--- src/rtl/stopwatch_ctrl_pkg.sv ---
// Shared types and constants for the stopwatch controller.
// Used by stopwatch_ctrl (optional lap feature: STOPWATCH_LAP_EN) and bcd_digit.
package stopwatch_ctrl_pkg;

    typedef enum logic [1:0] {
        StIdle  = 2'b00,
        StRun   = 2'b01,
        StPause = 2'b10,
        StLap   = 2'b11
    } sw_state_e;

    localparam logic [3:0] BcdMax9 = 4'd9;
    localparam logic [3:0] BcdMax5 = 4'd5;

    localparam int unsigned DefaultTickDiv = 500000;

    function automatic logic is_counting(sw_state_e s);
        return (s == StRun) || (s == StLap);
    endfunction

endpackage

--- src/rtl/stopwatch_ctrl_if.sv ---
// Button pulses in, display and status out, for the stopwatch controller.
interface stopwatch_ctrl_if;
    logic        start_stop;
    logic        clear;
    logic        lap;
    logic [15:0] digits;
    logic        running;
    logic        overflow;

    modport master (
        output start_stop, clear, lap,
        input  digits, running, overflow
    );

    modport slave (
        input  start_stop, clear, lap,
        output digits, running, overflow
    );
endinterface

--- src/rtl/stopwatch_ctrl_bcd_digit.sv ---
// One BCD counter digit with terminal value MAX; carry flags a wrap on this increment.
module bcd_digit #(
    parameter logic [3:0] MAX = 4'd9
) (
    input  logic       clock,
    input  logic       reset_n,
    input  logic       clr,
    input  logic       inc,
    output logic [3:0] q,
    output logic       carry
);

    logic [3:0] q_d, q_q;

    always_comb begin
        q_d = q_q;
        if (clr) begin
            q_d = 4'd0;
        end else if (inc) begin
            q_d = (q_q == MAX) ? 4'd0 : q_q + 4'd1;
        end
    end

    always_ff @(posedge clock or negedge reset_n) begin
        if (!reset_n) begin
            q_q <= 4'd0;
        end else begin
            q_q <= q_d;
        end
    end

    assign q     = q_q;
    assign carry = inc & (q_q == MAX);

endmodule

--- src/rtl/stopwatch_ctrl.sv ---
// Stopwatch: run/pause FSM, 0.01 s prescaler, SS.hh BCD count with optional lap freeze.
// Lap support is compiled in only when STOPWATCH_LAP_EN is defined.
module stopwatch_ctrl
    import stopwatch_ctrl_pkg::*;
#(
    parameter int unsigned TICK_DIV = DefaultTickDiv
) (
    input  logic             clock,
    input  logic             reset_n,
    stopwatch_ctrl_if.slave  sw
);

    localparam logic [23:0] TickLast = 24'(TICK_DIV - 1);

    sw_state_e   state_d, state_q;
    logic [23:0] presc_d, presc_q;
    logic        overflow_d, overflow_q;
    logic        counting, tick, lap_pulse;
    logic [3:0]  q_hund, q_tenth, q_sec_ones, q_sec_tens;
    logic        c_hund, c_tenth, c_sec_ones, c_sec_tens;
    logic [15:0] live;

    assign counting = is_counting(state_q);
    assign tick     = counting && (presc_q == TickLast);
    assign live     = {q_sec_tens, q_sec_ones, q_tenth, q_hund};

`ifdef STOPWATCH_LAP_EN
    assign lap_pulse = sw.lap;
`else
    logic unused_lap;
    assign unused_lap = sw.lap;
    assign lap_pulse  = 1'b0;
`endif

    // clear beats start_stop beats lap; losers are dropped
    always_comb begin
        state_d = state_q;
        if (sw.clear) begin
            state_d = StIdle;
        end else if (sw.start_stop) begin
            unique case (state_q)
                StIdle:  state_d = StRun;
                StRun:   state_d = StPause;
                StPause: state_d = StRun;
                StLap:   state_d = StPause;
                default: state_d = StIdle;
            endcase
        end else if (lap_pulse) begin
            if (state_q == StRun) begin
                state_d = StLap;
            end else if (state_q == StLap) begin
                state_d = StRun;
            end
        end
    end

    // PAUSE keeps the partial tick so a resume loses no time
    always_comb begin
        presc_d = presc_q;
        if (sw.clear || (state_q == StIdle)) begin
            presc_d = 24'd0;
        end else if (counting) begin
            presc_d = tick ? 24'd0 : presc_q + 24'd1;
        end
    end

    assign overflow_d = c_sec_tens & ~sw.clear;

    always_ff @(posedge clock or negedge reset_n) begin
        if (!reset_n) begin
            state_q    <= StIdle;
            presc_q    <= 24'd0;
            overflow_q <= 1'b0;
        end else begin
            state_q    <= state_d;
            presc_q    <= presc_d;
            overflow_q <= overflow_d;
        end
    end

    bcd_digit #(.MAX(BcdMax9)) u_hund (
        .clock   (clock),
        .reset_n (reset_n),
        .clr     (sw.clear),
        .inc     (tick),
        .q       (q_hund),
        .carry   (c_hund)
    );

    bcd_digit #(.MAX(BcdMax9)) u_tenth (
        .clock   (clock),
        .reset_n (reset_n),
        .clr     (sw.clear),
        .inc     (c_hund),
        .q       (q_tenth),
        .carry   (c_tenth)
    );

    bcd_digit #(.MAX(BcdMax9)) u_sec_ones (
        .clock   (clock),
        .reset_n (reset_n),
        .clr     (sw.clear),
        .inc     (c_tenth),
        .q       (q_sec_ones),
        .carry   (c_sec_ones)
    );

    bcd_digit #(.MAX(BcdMax5)) u_sec_tens (
        .clock   (clock),
        .reset_n (reset_n),
        .clr     (sw.clear),
        .inc     (c_sec_ones),
        .q       (q_sec_tens),
        .carry   (c_sec_tens)
    );

`ifdef STOPWATCH_LAP_EN
    logic [15:0] lap_d, lap_q;

    // snapshot the pre-edge count; the live counters keep running underneath
    always_comb begin
        lap_d = lap_q;
        if (sw.clear) begin
            lap_d = 16'h0000;
        end else if ((state_q == StRun) && (state_d == StLap)) begin
            lap_d = live;
        end
    end

    always_ff @(posedge clock or negedge reset_n) begin
        if (!reset_n) begin
            lap_q <= 16'h0000;
        end else begin
            lap_q <= lap_d;
        end
    end

    assign sw.digits = (state_q == StLap) ? lap_q : live;
`else
    assign sw.digits = live;
`endif

    assign sw.running  = counting;
    assign sw.overflow = overflow_q;

endmodule

--- src/flat_wrapper.sv ---
// flat-port wrapper written by rule: the top's interface ports become plain ports
module stopwatch_ctrl_flat import stopwatch_ctrl_pkg::*;
#(
    parameter int unsigned TICK_DIV = DefaultTickDiv
)
  (clock, reset_n, sw_start_stop, sw_clear, sw_lap, sw_digits, sw_running, sw_overflow);
  stopwatch_ctrl_if sw_i ();
  input  logic clock;
  input  logic reset_n;
  input wire logic [$bits(sw_i.start_stop)-1:0] sw_start_stop;
  input wire logic [$bits(sw_i.clear)-1:0] sw_clear;
  input wire logic [$bits(sw_i.lap)-1:0] sw_lap;
  output wire logic [$bits(sw_i.digits)-1:0] sw_digits;
  output wire logic [$bits(sw_i.running)-1:0] sw_running;
  output wire logic [$bits(sw_i.overflow)-1:0] sw_overflow;
  assign sw_i.start_stop = sw_start_stop;
  assign sw_i.clear = sw_clear;
  assign sw_i.lap = sw_lap;
  assign sw_digits = sw_i.digits;
  assign sw_running = sw_i.running;
  assign sw_overflow = sw_i.overflow;
  stopwatch_ctrl #(.TICK_DIV(TICK_DIV)) u_core (.clock(clock), .reset_n(reset_n), .sw(sw_i));
endmodule
--- config.mk ---
export PLATFORM = sky130hd
export DESIGN_NAME = stopwatch_ctrl_flat
export DESIGN_NICKNAME = d
export VERILOG_FILES = /design/src/rtl/stopwatch_ctrl_pkg.sv /design/src/rtl/stopwatch_ctrl_if.sv /design/src/rtl/stopwatch_ctrl_bcd_digit.sv /design/src/rtl/stopwatch_ctrl.sv /design/src/flat_wrapper.sv
export SDC_FILE = /design/constraint.sdc
export NUM_CORES = 1
export LEC_CHECK = 0
export CAP_MARGIN = 40
export CORE_UTILIZATION = 25
export CTS_CLUSTER_SIZE = 24
export DETAILED_ROUTE_END_ITERATION = 6
export PLACE_DENSITY_LB_ADDON = 0.3
export SLEW_MARGIN = 20
export SYNTH_ARGS = -nofsm -noshare
export SYNTH_HDL_FRONTEND = slang
export SYNTH_HIERARCHICAL = 1
export SYNTH_SLANG_ARGS = --single-unit
--- constraint.sdc ---
create_clock -name clock -period 6.2 [get_ports clock]
set_clock_uncertainty 0.15 [all_clocks]
set_input_delay 0.62 -clock clock [delete_from_list [all_inputs] [get_ports clock]]
set_output_delay 0.62 -clock clock [all_outputs]
set_load 0.005 [all_outputs]
# Word-level counts from Yosys, hierarchy flattened

Cells that the tools add are included.
W data, S select, Z words.

$add $sub $neg: 5
Equal/unequal tests: 8
Multiplexer cells: 18
Bitwise operators: 6
Reduce and logical (&&, ||, !) cells: 12

Operators by type and width:

| kind                    | count |
|---|---|
| $mux W24                | 3 |
| $mux W4                 | 12 |
| $add A24 B1 Y24 const B | 1 |
| $eq A24 B19 Y1 const B  | 1 |
| $add A4 B1 Y4 const B   | 4 |
| $eq A4 B4 Y1 const B    | 3 |
| $reduce_bool A2 Y1      | 6 |
| $and A1 B1 Y1           | 5 |
| $eq A2 B2 Y1 const B    | 2 |
| $eq A4 B3 Y1 const B    | 1 |
| $mux W2                 | 2 |
| $pmux W2 S2             | 1 |
| $reduce_or A2 Y1        | 2 |
| $eq A2 B1 Y1 const B    | 1 |
| $logic_not A2 Y1        | 1 |
| $logic_or A1 B1 Y1      | 2 |
| $logic_and A1 B1 Y1     | 1 |
| $not A1 Y1              | 1 |

Bits in registers: 43
Input port bits: 5
Output and inout port bits: 18
Logic and storage cells: 56

# Depth between registers and ports, before layout

Gate-level depths: netlist of run 1.

Depth after elaboration: 8
Depth in mapped cells: 14
Mapped depth without buffers: 13

# Modules after synthesis

Netlist of run 1, hierarchy kept.

Modules (own cells, without submodules):

| module                         | instances | cells an instance | area each (um2) | seq. area each (um2) |
|---|---|---|---|---|
| stopwatch_ctrl                 | 1         | 177               | 1514.0          | 675.6 |
| bcd_digit at u_core.u_hund ... | 3         | 26                | 241.5           | 100.1 |
| bcd_digit at u_core.u_sec_tens | 1         | 23                | 231.5           | 100.1 |

# Worst setup path after synthesis of run 1

Ideal clock, no wire load.

Kind: flip-flop to flip-flop
From: register u_core.presc_q[19]
To: register u_core.u_sec_tens.q_q[3] (netlist: u_core/u_sec_tens/q[3])
Library setup time: 73 ps
Arrival: 3226 ps
Required time: 5977 ps
Slack: 2751 ps
Cell stages (with the launch flop): 13
Path buffers: 0
Period minus slack after synthesis: 3449 ps
Cells stage by stage: dfrtp_1 or4b_2 nor4_1 and2_1 inv_1 nor2_1 inv_1 nor2_1 inv_1 nor2_1 nand4_1 or3_1 a21oi_2

Word-level cells in the longest chain between the ends: 6

RTL lines:

| element                             | RTL line                       | text |
|---|---|---|
| start: declaration                  | stopwatch_ctrl.sv:16           | `logic [23:0] presc_d, presc_q;` |
| start signal: assignment            | stopwatch_ctrl.sv:76           | `presc_q <= presc_d;` |
| $eq A24 B19 Y1                      | stopwatch_ctrl.sv:24           | `assign tick = counting && (presc_q == TickLast);` |
| $logic_and A1 B1 Y1                 | stopwatch_ctrl.sv:24           |  |
| named net u_core.tick               | stopwatch_ctrl.sv:18           | `logic counting, tick, lap_pulse;` |
| $and A1 B1 Y1                       | stopwatch_ctrl_bcd_digit.sv:33 | `assign carry = inc & (q_q == MAX);` |
| named net u_core.c_hund             | stopwatch_ctrl.sv:20           | `logic c_hund, c_tenth, c_sec_ones, c_sec_tens;` |
| $and A1 B1 Y1                       | stopwatch_ctrl_bcd_digit.sv:33 |  |
| named net u_core.c_tenth            | stopwatch_ctrl.sv:20           |  |
| $and A1 B1 Y1                       | stopwatch_ctrl_bcd_digit.sv:33 |  |
| named net u_core.c_sec_ones         | stopwatch_ctrl.sv:20           |  |
| $reduce_bool A2 Y1 (no source line) | -                              |  |
| end signal: assignment              | stopwatch_ctrl_bcd_digit.sv:28 | `q_q <= q_d;` |
| end: declaration                    | stopwatch_ctrl_bcd_digit.sv:13 | `logic [3:0] q_d, q_q;` |

The timed path passes the listed nets, and every way through them passes these cells.
A chain may end at the register's enable or synchronous reset.

# Worst setup path in the final report of run 1

From: register u_core.presc_q[0]
To: register u_core.u_sec_tens.q_q[3] (netlist: u_core/u_sec_tens/q[3])

Same word-level chain as after synthesis.

==> flow_metrics.env, run 1 <==
export IMPL_synth_xor_xnor_area_share_pct=0.355
export IMPL_max_stage_delay_ns=0.47
export IMPL_synth_compound_area_share_pct=20.9
export IMPL_placed_area_um2=2820
export IMPL_antenna_cells=0
export IMPL_outcome="completed"
export IMPL_synth_top_area_share_pct=43.6
export IMPL_finalSetupTns_ns=0
export IMPL_postCtsSetupBuffers=0
export IMPL_totalWireLength_um=5760
export IMPL_synth_main_ff_cell="dfrtp_1"
export IMPL_syn_cell_area_um2=2470
export IMPL_port_buffers=21
export IMPL_dp_hpwl_um=3910
export IMPL_min_path_type="in -> async"
export IMPL_irDropWorstVdd_mv=0.0782
export IMPL_ys_seq_elements=43
export IMPL_cp_max_fo=8
export IMPL_io_pins=23
export IMPL_die_w_um=101
export IMPL_cp_start_kind="flip-flop"
export IMPL_synthArstFlopShare_pct=100
export IMPL_postLayoutSetupSlackWorst_ns=1.93
export IMPL_synthCells=278
export IMPL_grt_usage_pct=12.2
export IMPL_die_area_um2=10300
export IMPL_synthAdderAreaFrac_pct=4.56
export IMPL_seq_area_frac_synth_pct=43.6
export IMPL_postLayoutCoreUtil_pct=31.0
export IMPL_fp_dieH_um=101
export IMPL_dr_pass1_iters=4
export IMPL_arrival_ns=4.36
export IMPL_grt_overflow=0
export IMPL_period_needed_ns=4.27
export IMPL_yosys_area_share_simple_pct=25.0
export IMPL_drtAntennaViolNets=0
export IMPL_worstSetupPathType="reg -> reg"
export IMPL_clock_latency_ns=0.30
export IMPL_fin_nets=310
export IMPL_cts_hold_buf=0
export IMPL_grt_pass1_wl_um=9980
export IMPL_antenna_found_initial=0
export IMPL_drive_gt1_share_pct=9.09
export IMPL_crit_family="simple AND/OR/NAND/NOR gates"
export IMPL_clockBufferDepth=2
export IMPL_cts_tree="yes"
export IMPL_syn_to_final_growth_pct=18.2
export IMPL_total_leakage_power_nw=1.09
export IMPL_layout_worst_path_cycle_share_pct=68.9
export IMPL_via_per_inst=5.08
export IMPL_power_density_nw_per_um2=176
export IMPL_grt_pass1_vias=2046
export IMPL_max_freq_mhz=234
export IMPL_yosysUniqueCellTypes=45
export IMPL_synth_edf_count=0
export IMPL_synth_area_leaders="dfrtp_1 (44%), a21oi_1 (5.3%), ha_1 (4.6%)"
export IMPL_synth_top_family_by_area="simple AND/OR/NAND/NOR gates"
export IMPL_syn_nets=292
export IMPL_cts_resized=0
export IMPL_drc=0
export IMPL_drv_slew=0
export IMPL_hold_violations=0
export IMPL_pre_cts_ws_ns=1.96
export IMPL_start_util_pct=26.2
export IMPL_rsz0062_at_grt="no"
export IMPL_core_area_um2=9420
export IMPL_wl_per_cell_um=13.5
export IMPL_syn_area_per_cell_um2=8.88
export IMPL_cts_root_buf="clkbuf_8"
export IMPL_final_cell_area_um2=2920
export IMPL_gr_usage_met2_pct=19.5
export IMPL_end_kind="flip-flop"
export IMPL_yosysTopAreaCell="dfrtp_1"
export IMPL_setup_viol=0
export IMPL_numCtsBuffers=5
export IMPL_relSlewSlack_pct=56.0
export IMPL_yosysWarningCount=6
export IMPL_rows=35
export IMPL_cts_sinks=43
export IMPL_synthMuxAreaShare_pct=0.861
export IMPL_clk_pin_slew_worst_paths_ns=0.08
export IMPL_worstPathRequired_ns=6.28
export IMPL_gr_max_usage_layer="met2"
export IMPL_grt_use_met3_pct=2.35
export IMPL_h_tree_depth=2
export IMPL_grtUsageMet1_pct=16.1
export IMPL_grt_max_degree=31
export IMPL_worst_pin_slew_ns=0.655
export IMPL_via_count=2165
export IMPL_drt_iter0_drc=83
export IMPL_routabilityCongestion=0.762
export IMPL_cp_num_buf_inv=3
export IMPL_drv_cap=0
export IMPL_worst_path_max_delay_cell="nor4_1"
export IMPL_crit_chain="ha_1, nand4_1, nor4_1, and2_1, inv_1, nor2_1, inv_1, nor2_1, inv_1, nor2_1, nand4_1, or3_1, a21oi_2"
metrics by stage:
| step | instances | power, mW | hold WS (ns) |
|---|---|---|---|
| 2_1_floorplan | 278 | 0.304 | 0.174 |
| 3_3_place_gp | 417 | 0.320 | 0.311 |
| 3_5_place_dp | 418 | 0.322 | 0.317 |
| 4_1_cts | 426 | 0.525 | 0.160 |
| 5_1_grt | 426 | 0.540 | 0.172 |
| 6_report | 426 | 0.515 | 0.147 |
kinds of logic after synthesis:
| family | after synthesis |
|---|---|
| simple gates | 110 |
| compound gates | 83 |
| flops | 43 |
| buf+inv | 30 |
| fa+ha+maj | 9 |
| mux | 2 |
| xor+xnor | 1 |
cell usage after synthesis (2+ instances only):
library cell   n
a211o_1        3
a21boi_0       3
a21oi_1       26
a21oi_2        4
a31oi_1       16
a41oi_1        7
and2_1         2
and3_1         3
and4b_2        3
clkbuf_1      10
dfrtp_1       43
ha_1           9
inv_1         17
nand2_1       30
nand2_2        3
nand2b_1       3
nand3_1       13
nand3b_1      13
nand4_1        8
nor2_1        12
nor3_1         5
nor4_1         2
o21ai_0       18
or3_1          2
or4_1          3
layout make-up:
type	instances	area, um^2
multi-input cells	205	1280
well taps	129	161
flip-flops and latches	43	1080
repair buffers	24	240
inverters	17	63.8
clock buffers	8	100
fillers	992	6490
registers in the layout, indices dropped and copies added (netlist names):
register,cells
u_core/u_tenth/q,4
u_core/u_sec_tens/q,4
u_core/u_sec_ones/q,4
u_core/state_q,2
u_core/u_hund/q,4
u_core/sw.overflow,1
u_core/presc_q,24
per-layer routing:
layer,wire [um],share of wire [%]
met5,0,0
met4,99,1.7
met1,2870,50
met3,112,1.9
met2,2680,47
cell usage in the layout (no fill, tap or decap), types with 9 or more instances in the layout:
| cell type | netlist | routed |
|---|---|---|
| dfrtp_1 | 43 | 43 |
| nand2_1 | 30 | 30 |
| a21oi_1 | 26 | 25 |
| clkdlybuf4s50_1 | 0 | 20 |
| o21ai_0 | 18 | 18 |
| inv_1 | 17 | 17 |
| a31oi_1 | 16 | 16 |
| nand3_1 | 13 | 13 |
| nand3b_1 | 13 | 13 |
| nor2_1 | 12 | 12 |
| ha_1 | 9 | 9 |
worst paths after layout:
check	from	slack, ns	cells after the start	to
max	u_core/presc_q[0]	1.93	13	u_core/u_sec_tens/q[3]
min	reset_n	0.15	1	u_core/u_sec_tens/q[0]
max reg2reg	u_core/presc_q[0]	1.93	13	u_core/u_sec_tens/q[3]
min reg2reg	u_core/presc_q[18]	0.32	1	u_core/presc_q[18]
max in group asynchronous	reset_n	5.24	2	u_core/presc_q[10]
min in group clock	u_core/presc_q[18]	0.32	1	u_core/presc_q[18]
power breakdown:
part	leakage, nW	internal [mW]	switching [mW]	total, mW
Clock	0.0515	0.102	0.0978	0.200
Sequential	0.599	0.282	0.00335	0.286
Combinational	0.438	0.0101	0.0198	0.0299
Total	1.09	0.394	0.121	0.515
No activity file was read; power rests on OpenSTA's default activity.
==> run 2, diff against run 1 <==
==> constraint.sdc (replaced) <==
create_clock -name clock -period 3.4 [get_ports clock]
set_clock_uncertainty 0.15 [all_clocks]
set_input_delay 0.34 -clock clock [delete_from_list [all_inputs] [get_ports clock]]
set_output_delay 0.34 -clock clock [all_outputs]
set_load 0.005 [all_outputs]
==> run 2 against run 1 <==
Net effect: clock-buffer cell count is 3 lower; register-to-register slack worse by 1.6 ns; via count about the same; setup slack got worse by 1.6 ns; utilization increased by 1.2 points; critical path depth decreased by 1; critical path type unchanged; highest routed layer unchanged.
==> flow_metrics.env, run 2 (synthesized netlist as in run 1, its figures left out) <==
export IMPL_outcome="completed"
export IMPL_min_path_type="in -> async"
export IMPL_finalSetupTns_ns=0
export IMPL_fin_nets=319
export IMPL_comb_power_share_pct=5.2
export IMPL_grt_pass1_vias=2003
export IMPL_cts_root_buf="clkbuf_8"
export IMPL_p_seq_share_pct=49.0
export IMPL_cts_tree="yes"
export IMPL_die_area_um2=10300
export IMPL_postLayoutCoreUtil_pct=32.2
export IMPL_wl_per_cell_um=13.2
export IMPL_power_density_nw_per_um2=350
export IMPL_drt_iter0_drc=144
export IMPL_worst_pin_slew_ns=0.686
export IMPL_period_needed_ns=3.03
export IMPL_totalWireLength_um=5750
export IMPL_io_pins=23
export IMPL_start_util_pct=26.2
export IMPL_drtAntennaViolNets=0
export IMPL_routabilityCongestion=0.773
export IMPL_h_tree_depth=2
export IMPL_layout_worst_path_cycle_share_pct=89.2
export IMPL_p_sw_mw=0.235
export IMPL_antenna_cells=0
export IMPL_clock_latency_ns=0.30
export IMPL_die_w_um=101
export IMPL_irDropWorstVdd_mv=0.182
export IMPL_grt_pass1_wl_um=9870
export IMPL_dr_pass1_iters=4
export IMPL_drc=0
export IMPL_relSlewSlack_pct=54.2
export IMPL_largest_register_ffs=24
export IMPL_syn_to_final_growth_pct=22.9
export IMPL_setup_viol=0
export IMPL_placed_area_um2=2880
export IMPL_postLayoutSetupSlackWorst_ns=0.368
export IMPL_cp_max_fo=6
export IMPL_cp_start_kind="flip-flop"
export IMPL_worstSetupPathType="reg -> reg"
export IMPL_via_per_inst=4.98
export IMPL_grt_usage_pct=12.1
export IMPL_max_freq_mhz=330
export IMPL_worstPathRequired_ns=3.48
export IMPL_core_area_um2=9420
export IMPL_clk_pin_slew_worst_paths_ns=0.09
export IMPL_final_cell_area_um2=3040
export IMPL_fp_dieH_um=101
export IMPL_largest_register="u_core/presc_q"
export IMPL_drive_gt1_share_pct=12.4
export IMPL_grt_overflow=0
export IMPL_cts_sinks=43
export IMPL_dp_hpwl_um=3900
export IMPL_arrival_ns=3.11
export IMPL_pre_cts_ws_ns=0.266
export IMPL_drv_slew=0
export IMPL_grt_max_degree=31
export IMPL_port_buffers=21
export IMPL_hold_violations=0
export IMPL_hold_slack_ns=0.358
export IMPL_end_kind="flip-flop"
export IMPL_layout_common_cells="dfrtp_1 (43), nand2_1 (30), a21oi_1 (25)"
export IMPL_intPower_mw=0.827
export IMPL_mostFrequentLayoutCell="dfrtp_1"
export IMPL_postCtsSetupBuffers=0
export IMPL_total_leakage_power_nw=1.15
export IMPL_clockBufferDepth=2
export IMPL_swShare_pct=22.1
export IMPL_drv_cap=0
export IMPL_via_count=2166
export IMPL_numCtsBuffers=5
export IMPL_rsz0062_at_grt="no"
export IMPL_pwr_share_clk_pct=45.8
export IMPL_rows=35
export IMPL_antenna_found_initial=0
[run 2: cell types whose count changed in the layout (fill, tap and decap cells not counted), sizes merged]
cell	change
dlygate4sd3	+1
buf	+8
bufinv	+2
clkinvlp	+1
clkbuf	-3
[run 2: what timing repair did]
| action | 4_1_cts | 5_1_grt |
|---|---|---|
| gates resized for setup | 0 | 1 |
| endpoints found under the setup margin | 0 | 1 |
| endpoints found under the hold margin | 15 | 0 |
| hold buffers | 1 | 0 |
[run 2: power groups by stage]
| stage | clock (mW) | sequential (mW) | combinational [mW] |
|---|---|---|---|
| final | 0.486 | 0.520 | 0.0553 |
| after global routing | 0.524 | 0.521 | 0.0636 |
| after floorplan | 0 | 0.529 | 0.0264 |
| after detailed placement | 0 | 0.530 | 0.0559 |
| after global placement | 0 | 0.530 | 0.0526 |
| after CTS | 0.501 | 0.520 | 0.0571 |
[run 2: final timing paths]
check                              startpoint                     end  slack (ns)  cells past startpoint
max                        u_core/presc_q[19]  u_core/u_sec_tens/q[3]        0.37                     12
min                                   reset_n      u_core/presc_q[12]        0.36                      2
max reg2reg                u_core/presc_q[19]  u_core/u_sec_tens/q[3]        0.37                     12
min reg2reg                u_core/presc_q[18]      u_core/presc_q[18]        0.36                      1
max in group asynchronous             reset_n      u_core/sw.overflow        2.24                      3
min in group clock         u_core/presc_q[18]      u_core/presc_q[18]        0.36                      1
[run 2: final cells by class]
cell class / instances / area (um^2)
fill: 968 / 6380
timing repair buffer: 33 / 310
clock buffer: 5 / 68.8
multi-input combinational: 205 / 1290
tap: 129 / 161
sequential: 43 / 1080
clock inverter: 3 / 67.6
inverter: 17 / 63.8
[run 2: layer usage]
metal  vias up  part of all wire, %  global-route usage [%]
met4         0                  1.7                    4.91
met3         8                  2.4                    2.48
met1      1053                   53                    17.6
met5         -                    0                       0
li1       1072                    -                       -
met2        33                   43                    17.4
[run 2: per-stage QoR]
stage                     power [mW]  std cells
after floorplan                0.555        278
after global placement         0.583        425
after detailed placement       0.586        426
after CTS                       1.08        435
after global routing            1.11        435
final                           1.06        435
[run 2: worst max-delay path: stages, from the launching register on]
cell and delay [ns]:
dfrtp_1 0.45, or4b_2 0.70, nor4_2 0.24, and2_1 0.19
inv_1 0.06, nor2_1 0.14, inv_1 0.09, nor2_1 0.14
inv_1 0.09, nor2_2 0.14, nand4_1 0.12, or3_1 0.33
a21oi_2 0.12
